[src/rtl/lvds_tx_serializer.sv]
// Word-to-bit serializer feeding the LVDS output buffer: one DATA_W-bit word per DATA_W bit clocks.
// An idle word fills the line whenever upstream starves at a word boundary.
module lvds_tx_serializer #(
  parameter int                DATA_W      = 10,
  parameter logic [DATA_W-1:0] IDLE_WORD   = DATA_W'(10'b1101010100),
  parameter bit                LSB_FIRST   = 1'b1,
  parameter int                UFLOW_CNT_W = 16
) (
  input  logic                   clk,
  input  logic                   rst_n,
  input  logic                   en,
  input  logic [DATA_W-1:0]      s_data,
  input  logic                   s_valid,
  output logic                   s_ready,
  output logic                   ser_o,
  output logic                   word_start,
  output logic                   underflow,
  output logic [UFLOW_CNT_W-1:0] uflow_cnt
);

  generate
    if (DATA_W < 2) begin : g_bad_width
      $error("lvds_tx_serializer: DATA_W must be >= 2");
    end
  endgenerate

  localparam int               CNT_W = (DATA_W > 2) ? $clog2(DATA_W) : 1;
  localparam logic [CNT_W-1:0] LAST  = CNT_W'(DATA_W - 1);

  typedef enum logic {ST_IDLE = 1'b0, ST_RUN = 1'b1} state_t;

  state_t                 r_state, w_state_nxt;
  logic [DATA_W-1:0]      r_sh;
  logic [CNT_W-1:0]       r_cnt;
  logic                   r_uflow;
  logic [UFLOW_CNT_W-1:0] r_ucnt;
  logic                   w_lp;
  logic                   w_last;
  logic [DATA_W-1:0]      w_sh_shift;

  assign w_last = (r_cnt == LAST);
  assign w_lp   = ((r_state == ST_IDLE) && en) || ((r_state == ST_RUN) && w_last);

  // Shift toward whichever end drives ser_o, zero-filling behind.
  assign w_sh_shift = LSB_FIRST ? {1'b0, r_sh[DATA_W-1:1]} : {r_sh[DATA_W-2:0], 1'b0};

  always_ff @(posedge clk) begin
    if (!rst_n) r_state <= ST_IDLE;
    else        r_state <= w_state_nxt;
  end

  always_comb begin
    w_state_nxt = r_state;
    case (r_state)
      ST_IDLE: if (en) w_state_nxt = ST_RUN;
      ST_RUN:  if (w_last) w_state_nxt = en ? ST_RUN : ST_IDLE;
      default: w_state_nxt = ST_IDLE;
    endcase
  end

  // Reset gates s_ready: nothing is accepted on a reset edge.
  always_comb begin
    s_ready    = rst_n && w_lp && en;
    word_start = (r_state == ST_RUN) && (r_cnt == '0);
  end

  always_ff @(posedge clk) begin
    if (!rst_n) begin
      r_sh    <= '0;
      r_cnt   <= LAST;
      r_uflow <= 1'b0;
      r_ucnt  <= '0;
    end else begin
      r_uflow <= 1'b0;
      if (w_lp && en) begin
        r_sh  <= s_valid ? s_data : IDLE_WORD;
        r_cnt <= '0;
        if ((r_state == ST_RUN) && !s_valid) begin
          r_uflow <= 1'b1;
          if (r_ucnt != '1) r_ucnt <= r_ucnt + UFLOW_CNT_W'(1);
        end
      end else if ((r_state == ST_RUN) && w_last) begin
        // en dropped at a word boundary: park the line low
        r_sh  <= '0;
        r_cnt <= LAST;
      end else if (r_state == ST_RUN) begin
        r_sh  <= w_sh_shift;
        r_cnt <= r_cnt + CNT_W'(1);
      end
    end
  end

  assign ser_o     = LSB_FIRST ? r_sh[0] : r_sh[DATA_W-1];
  assign underflow = r_uflow;
  assign uflow_cnt = r_ucnt;

endmodule

[config.mk]
export PLATFORM = sky130hd
export DESIGN_NAME = lvds_tx_serializer
export DESIGN_NICKNAME = d
export VERILOG_FILES = /design/src/rtl/lvds_tx_serializer.sv
export SDC_FILE = /design/constraint.sdc
export NUM_CORES = 1
export LEC_CHECK = 0
export ABC_CLOCK_PERIOD_IN_PS = 1700
export CELL_PAD_IN_SITES_DETAIL_PLACEMENT = 0
export CELL_PAD_IN_SITES_GLOBAL_PLACEMENT = 1
export CORE_MARGIN = 1.5
export CORE_UTILIZATION = 35
export CTS_BUF_LIST = sky130_fd_sc_hd__clkbuf_8
export CTS_CLUSTER_DIAMETER = 200
export DETAILED_ROUTE_END_ITERATION = 6
export PLACE_DENSITY = 0.87
export SYNTH_ARGS = -nofsm -noshare
export SYNTH_HDL_FRONTEND = slang
export SYNTH_SLANG_ARGS = --single-unit
[constraint.sdc]
create_clock -name clk -period 1.7 [get_ports clk]
set_input_delay 0.34 -clock clk [delete_from_list [all_inputs] [get_ports clk]]
set_output_delay 0.34 -clock clk [all_outputs]
set_load 0.03 [all_outputs]
* After elaboration in Yosys (flattened, before gate mapping)
Cells that the tools add are included.
** Word-level totals
- Register bits after elaboration :: 32
- Latch bits :: 0
- Memory bits (writable) :: 0
- ROM bits :: 0
- Input port bits :: 14
- Output and inout bits :: 20
- Logic and storage cells :: 37
- Memories kept :: 0
** Operators by class
- Add/sub/neg operators :: 2
- Multipliers :: 0
- Div/mod/pow operators :: 0
- $lt $le $gt $ge :: 0
- Equality and inequality tests :: 2
- Shift operators :: 0
- Muxes and demuxes :: 11
- Bitwise gates (word level) :: 2
- Reductions and logical operators :: 14
** Operators with widths (count)
- 10-bit 2-to-1 mux :: 4
- 16-bit by 1-bit adder with 16-bit output, second input constant :: 1
- 16-bit inequality test, second input constant :: 1
- 4-bit 2-to-1 mux :: 3
- 1-bit logical AND :: 7
- 4-bit by 1-bit adder with 4-bit output, second input constant :: 1
- 4-bit equality test, second input constant :: 1
- 4-bit zero test :: 1
- 1-bit 2-to-1 mux :: 3
- 3-bit AND reduction :: 1
- 3-bit nonzero test :: 1
- 3-bit OR reduction :: 1
- 1-bit NOT :: 2
- 1-bit case mux with 2 select lines :: 1
- 2-bit AND reduction :: 1
- 1-bit zero test :: 1
- 1-bit logical OR :: 1

* Longest topological paths before layout
- Word-level depth :: 5
- Gate-level depth with buffers :: 7
- Depth with buffers taken out :: 6

* Worst setup path before layout
Ideal clock, no wire load.
- Path kind :: register to output
- Start point :: reg r_cnt[0]
- End point :: out s_ready
- Arrival time :: 1.475 ns
- Required time :: 1.360 ns
- Setup slack :: -0.115 ns
- Stages on the path, launching flop included :: 5
- Buffers on the path :: 0
- Path through :: dfxtp_1 ha_1 nand2_1 o21a_1 nor3_1
** On the way
- Word-level cells in the longest chain between the ends :: 5
** Ends and longest elaborated chain
- start, declared :: line 34 : logic [CNT_W-1:0] r_cnt;
- start signal, assigned :: line 88 : r_cnt <= r_cnt + CNT_W'(1);
- 4-bit equality test :: line 41 : assign w_last = (r_cnt == LAST);
- 1-bit logical AND :: line 42 : assign w_lp = ((r_state == ST_IDLE) && en) || ((r_state == ST_RUN) && w_last);
- 1-bit logical OR :: line 42
- 1-bit logical AND (2 in a row) :: line 63 : s_ready = rst_n && w_lp && en;
- end, declared :: line 14 : output logic s_ready,
Every way passes these cells.

* Final worst setup path
- Start point :: in en
- End point :: out s_ready
** On the way
- Word-level cells in the longest chain between the ends :: 4
** Ends and longest elaborated chain
- start, declared :: line 11 : input logic en,
- 1-bit logical AND :: line 42
- 1-bit logical OR :: line 42
- 1-bit logical AND :: line 63
- 1-bit logical AND * :: line 63
Mark *: on every way between the ends. The rest lies on a longest branch, timed or not.

==> impl_metrics.toml <==
[timing]
finalMaxSlewViolations = 0
fin_ws_ns = -0.0361
fmax_ghz = 0.576
setup_violations = 1
relSlewSlack_pct = 73.0
fin_crit_ns = 1.74
fin_crit_sh_pct = 102
worst_slew_pin_slew_ns = 0.401
hold_violations = 0
fin_worst_skew_ns = 0.00963
rsz0062_at_grt = "yes"

[floorplan]
dieArea_um2 = 5150
rows = 24
die_x_um = 71.7
start_util_pct = 37.2
io_pins = 34
die_h_um = 71.7
core-area_um2 = 4440

[place]
dpl.cell_count = 301
place.port_buffers = 33
dp_hpwl_mm = 2.93
gp_congestion = 0.763

[power]
clockPowerShare_pct = 43.8
pwr-share-seq_pct = 43.0
switchingPower_uw = 429
swShare_pct = 23.3
powerDensity_nw_per_um2 = 749
p_leak_uw = 0.00104
p_int_uw = 1420
combPwrFrac_pct = 13.3
ir_drop_uv = 335

[detailed_routing]
drt_iter0_drc = 69
route.detailed.drc = 0
drt_wl_total_mm = 4.19
detail-route-antenna-nets = 0
first_pass_iters = 6
via_per_inst = 5.45
vias = 1711
wl_per_cell_um = 13.3

[final_layout]
layout-drive-gt1-share_pct = 28.2
n_antenna_cell = 0
fin_cells = 314
finish.utilization_pct = 55.4
final_common_cell = "buf_4"
layout_common_cells = "buf_4, nand2_1, dfxtp_1, a21oi_1, clkdlybuf4s50_1"
layout.nets = 279
syn_to_final_growth_pct = 48.9

[synthesis]
synth_nets = 219
synth-warning-count = 0
synth-edff-count = 0
netlist_instances = 201
synthFlopType = "dfxtp_1"
synth_cell_types = 40
synth_top_cell_area_share_pct = 38.7
avgSynthCellArea_um2 = 8.23
synth_area_leaders = "dfxtp_1, a21oi_1, nand2_1"
synth_seq_cells = 32
ys_async_sr_fraction_pct = 0
ys_seq_area_share_pct = 38.7
netlist_area_um2 = 1650
synth_area_leader_cell = "dfxtp_1"

[hold_path]
holdCritStartpoint = "r_sh[7]$_SDFFE_PN0P_"
hold_path_class = "flip-flop to flip-flop"
min_delay_path_depth = 2
whs_endpoint = "r_sh[6]$_SDFFE_PN0P_"

[setup_path]
cpMaxStageDelayCell = "clkdlybuf4s50_1"
path_cells = "clkdlybuf4s50_1 > buf_6 > inv_1 > nor3_2 > buf_4"
crit_path_end_kind = "primary output"
rr_worst_depth = 6
regToRegSetupSlack_ns = 0
startpoint_type = "primary input"
cpPeakStageDelay_ns = 0.51
path_buf_inv = 4
reg2reg_from = "r_cnt[1]$_SDFFE_PP0P_"
crit_type = "primary input to primary output"
arrival_ns = 1.40
cp_max_fo = 3
r2r_end = "uflow_cnt[9]$_SDFFE_PN0P_"
critPathLaunch = "en"
cp.required_ns = 1.36
critPathTopFamily = "buffers and inverters"

[grt]
grt_start_max_net_pins = 24
grt_usage_pct = 17.4
grtUsageMet1_pct = 21.1
grt.busiest_layer = "met2"
antenna_found_initial = 0
use_met2_pct = 30.2
grt_pass1_wl_mm = 7.14
use_met3_pct = 4.22
overflow = 0
grt_pass1_vias = 1603

[clocking]
clock-sinks = 32
numCtsBuffers = 5
clkLatencyLatePin_ns = 0.28
path_clk_slew_ns = 0.07
cts_root_buf = "clkbuf_8"
cts_tree = "done"
htree_num_levels = 2
clk_path_buf_depth = 2
cts_hold_buffers = 0

[outcome]
violations = "negative setup slack"
status = "finished, violations left"

[run]
cap_violations = 0
[cell families after synthesis]
family                     after synthesis  synth area share (%)
muxes                                    8                  4.84
adders and majority gates                4                  3.03
and+or+nand+nor                         87                  30.4
DFF                                     32                  38.7
AOI/OAI and AO/OA                       52                  18.2
buffers and inverters                   17                  4.31
xor gates and xnor gates                 1                 0.530
[timing repair]
action / CTS / global route
pin swaps: 4 / 10
resized for setup: 18 / 24
endpoints found under the setup margin: 19 / 17
setup buffers: 2 / 3
[worst max-delay path by stage]
stage / endpoint / depth (start not counted)
4_1_cts: s_ready / 6
3_3_place_gp: uflow_cnt[13]$_SDFFE_PN0P_ / 5
5_1_grt: s_ready / 6
3_5_place_dp: uflow_cnt[13]$_SDFFE_PN0P_ / 5
2_1_floorplan: uflow_cnt[10]$_SDFFE_PN0P_ / 4
6_report: s_ready / 5
[cell usage after synthesis, drive strengths merged (2+ instances only)]
master  number
or3          3
nand4       12
nand2b       9
clkbuf       9
nor3         3
nor4         2
a31oi        6
o21ai       14
and4         2
o31ai        5
nor2         8
inv          7
a21oi       21
nand3        9
mux2i        8
or4          3
and3         2
dfxtp       32
nand2       25
ha           4
and4b        2
[state kept, by name, indices dropped and copies added, names as in the netlist]
name / count
underflow: 1
r_state: 1
uflow_cnt: 16
r_sh: 10
r_cnt: 4
[through the flow]
| step | TNS (ns) | power (uW) | setup slack (ns) | hold slack [ns] | instance area, um^2 |
|---|---|---|---|---|---|
| CTS | -0.0759 | 1850 | -0.0759 | 0.468 | 2340 |
| floorplan | 0 | 933 | 0.000995 | 0.441 | 1670 |
| detailed placement | -2.57 | 1030 | -0.271 | 0.462 | 2200 |
| global route | -0.461 | 1930 | -0.114 | 0.485 | 2460 |
| global placement | -2.09 | 1030 | -0.233 | 0.450 | 2200 |
| finish | -0.0361 | 1850 | -0.0361 | 0.468 | 2460 |
[tightest hold or removal path: stages (launching register included)]
cell and delay, ns:
dfxtp_1 0.31, nand2_1 0.05, a31oi_1 0.06
[final cells by class]
cell class                 count  area (um^2)
sequential                    32          652
tap                           52         65.1
multi-input combinational    152         1030
clock inverter                 1         30.0
fill                         427         1980
inverter                       7         26.3
clock buffer                   7         96.3
timing repair buffer          63          561
[power groups by stage]
| stage | Clock (uW) | Sequential [uW] | Combinational [uW] |
|---|---|---|---|
| after detailed placement | 0 | 807 | 225 |
| after global placement | 0 | 806 | 223 |
| after global routing | 856 | 797 | 273 |
| after CTS | 828 | 791 | 229 |
| final | 807 | 793 | 245 |
| after floorplan | 0 | 814 | 119 |
[metal layers]
layer | up-vias | part of all wire (%)
li1 | 860 | -
met1 | 805 | 46
met2 | 44 | 49
met3 | 2 | 4.8
met4 | 0 | 0.43
met5 | - | 0
(Power assumes the default switching activity.)
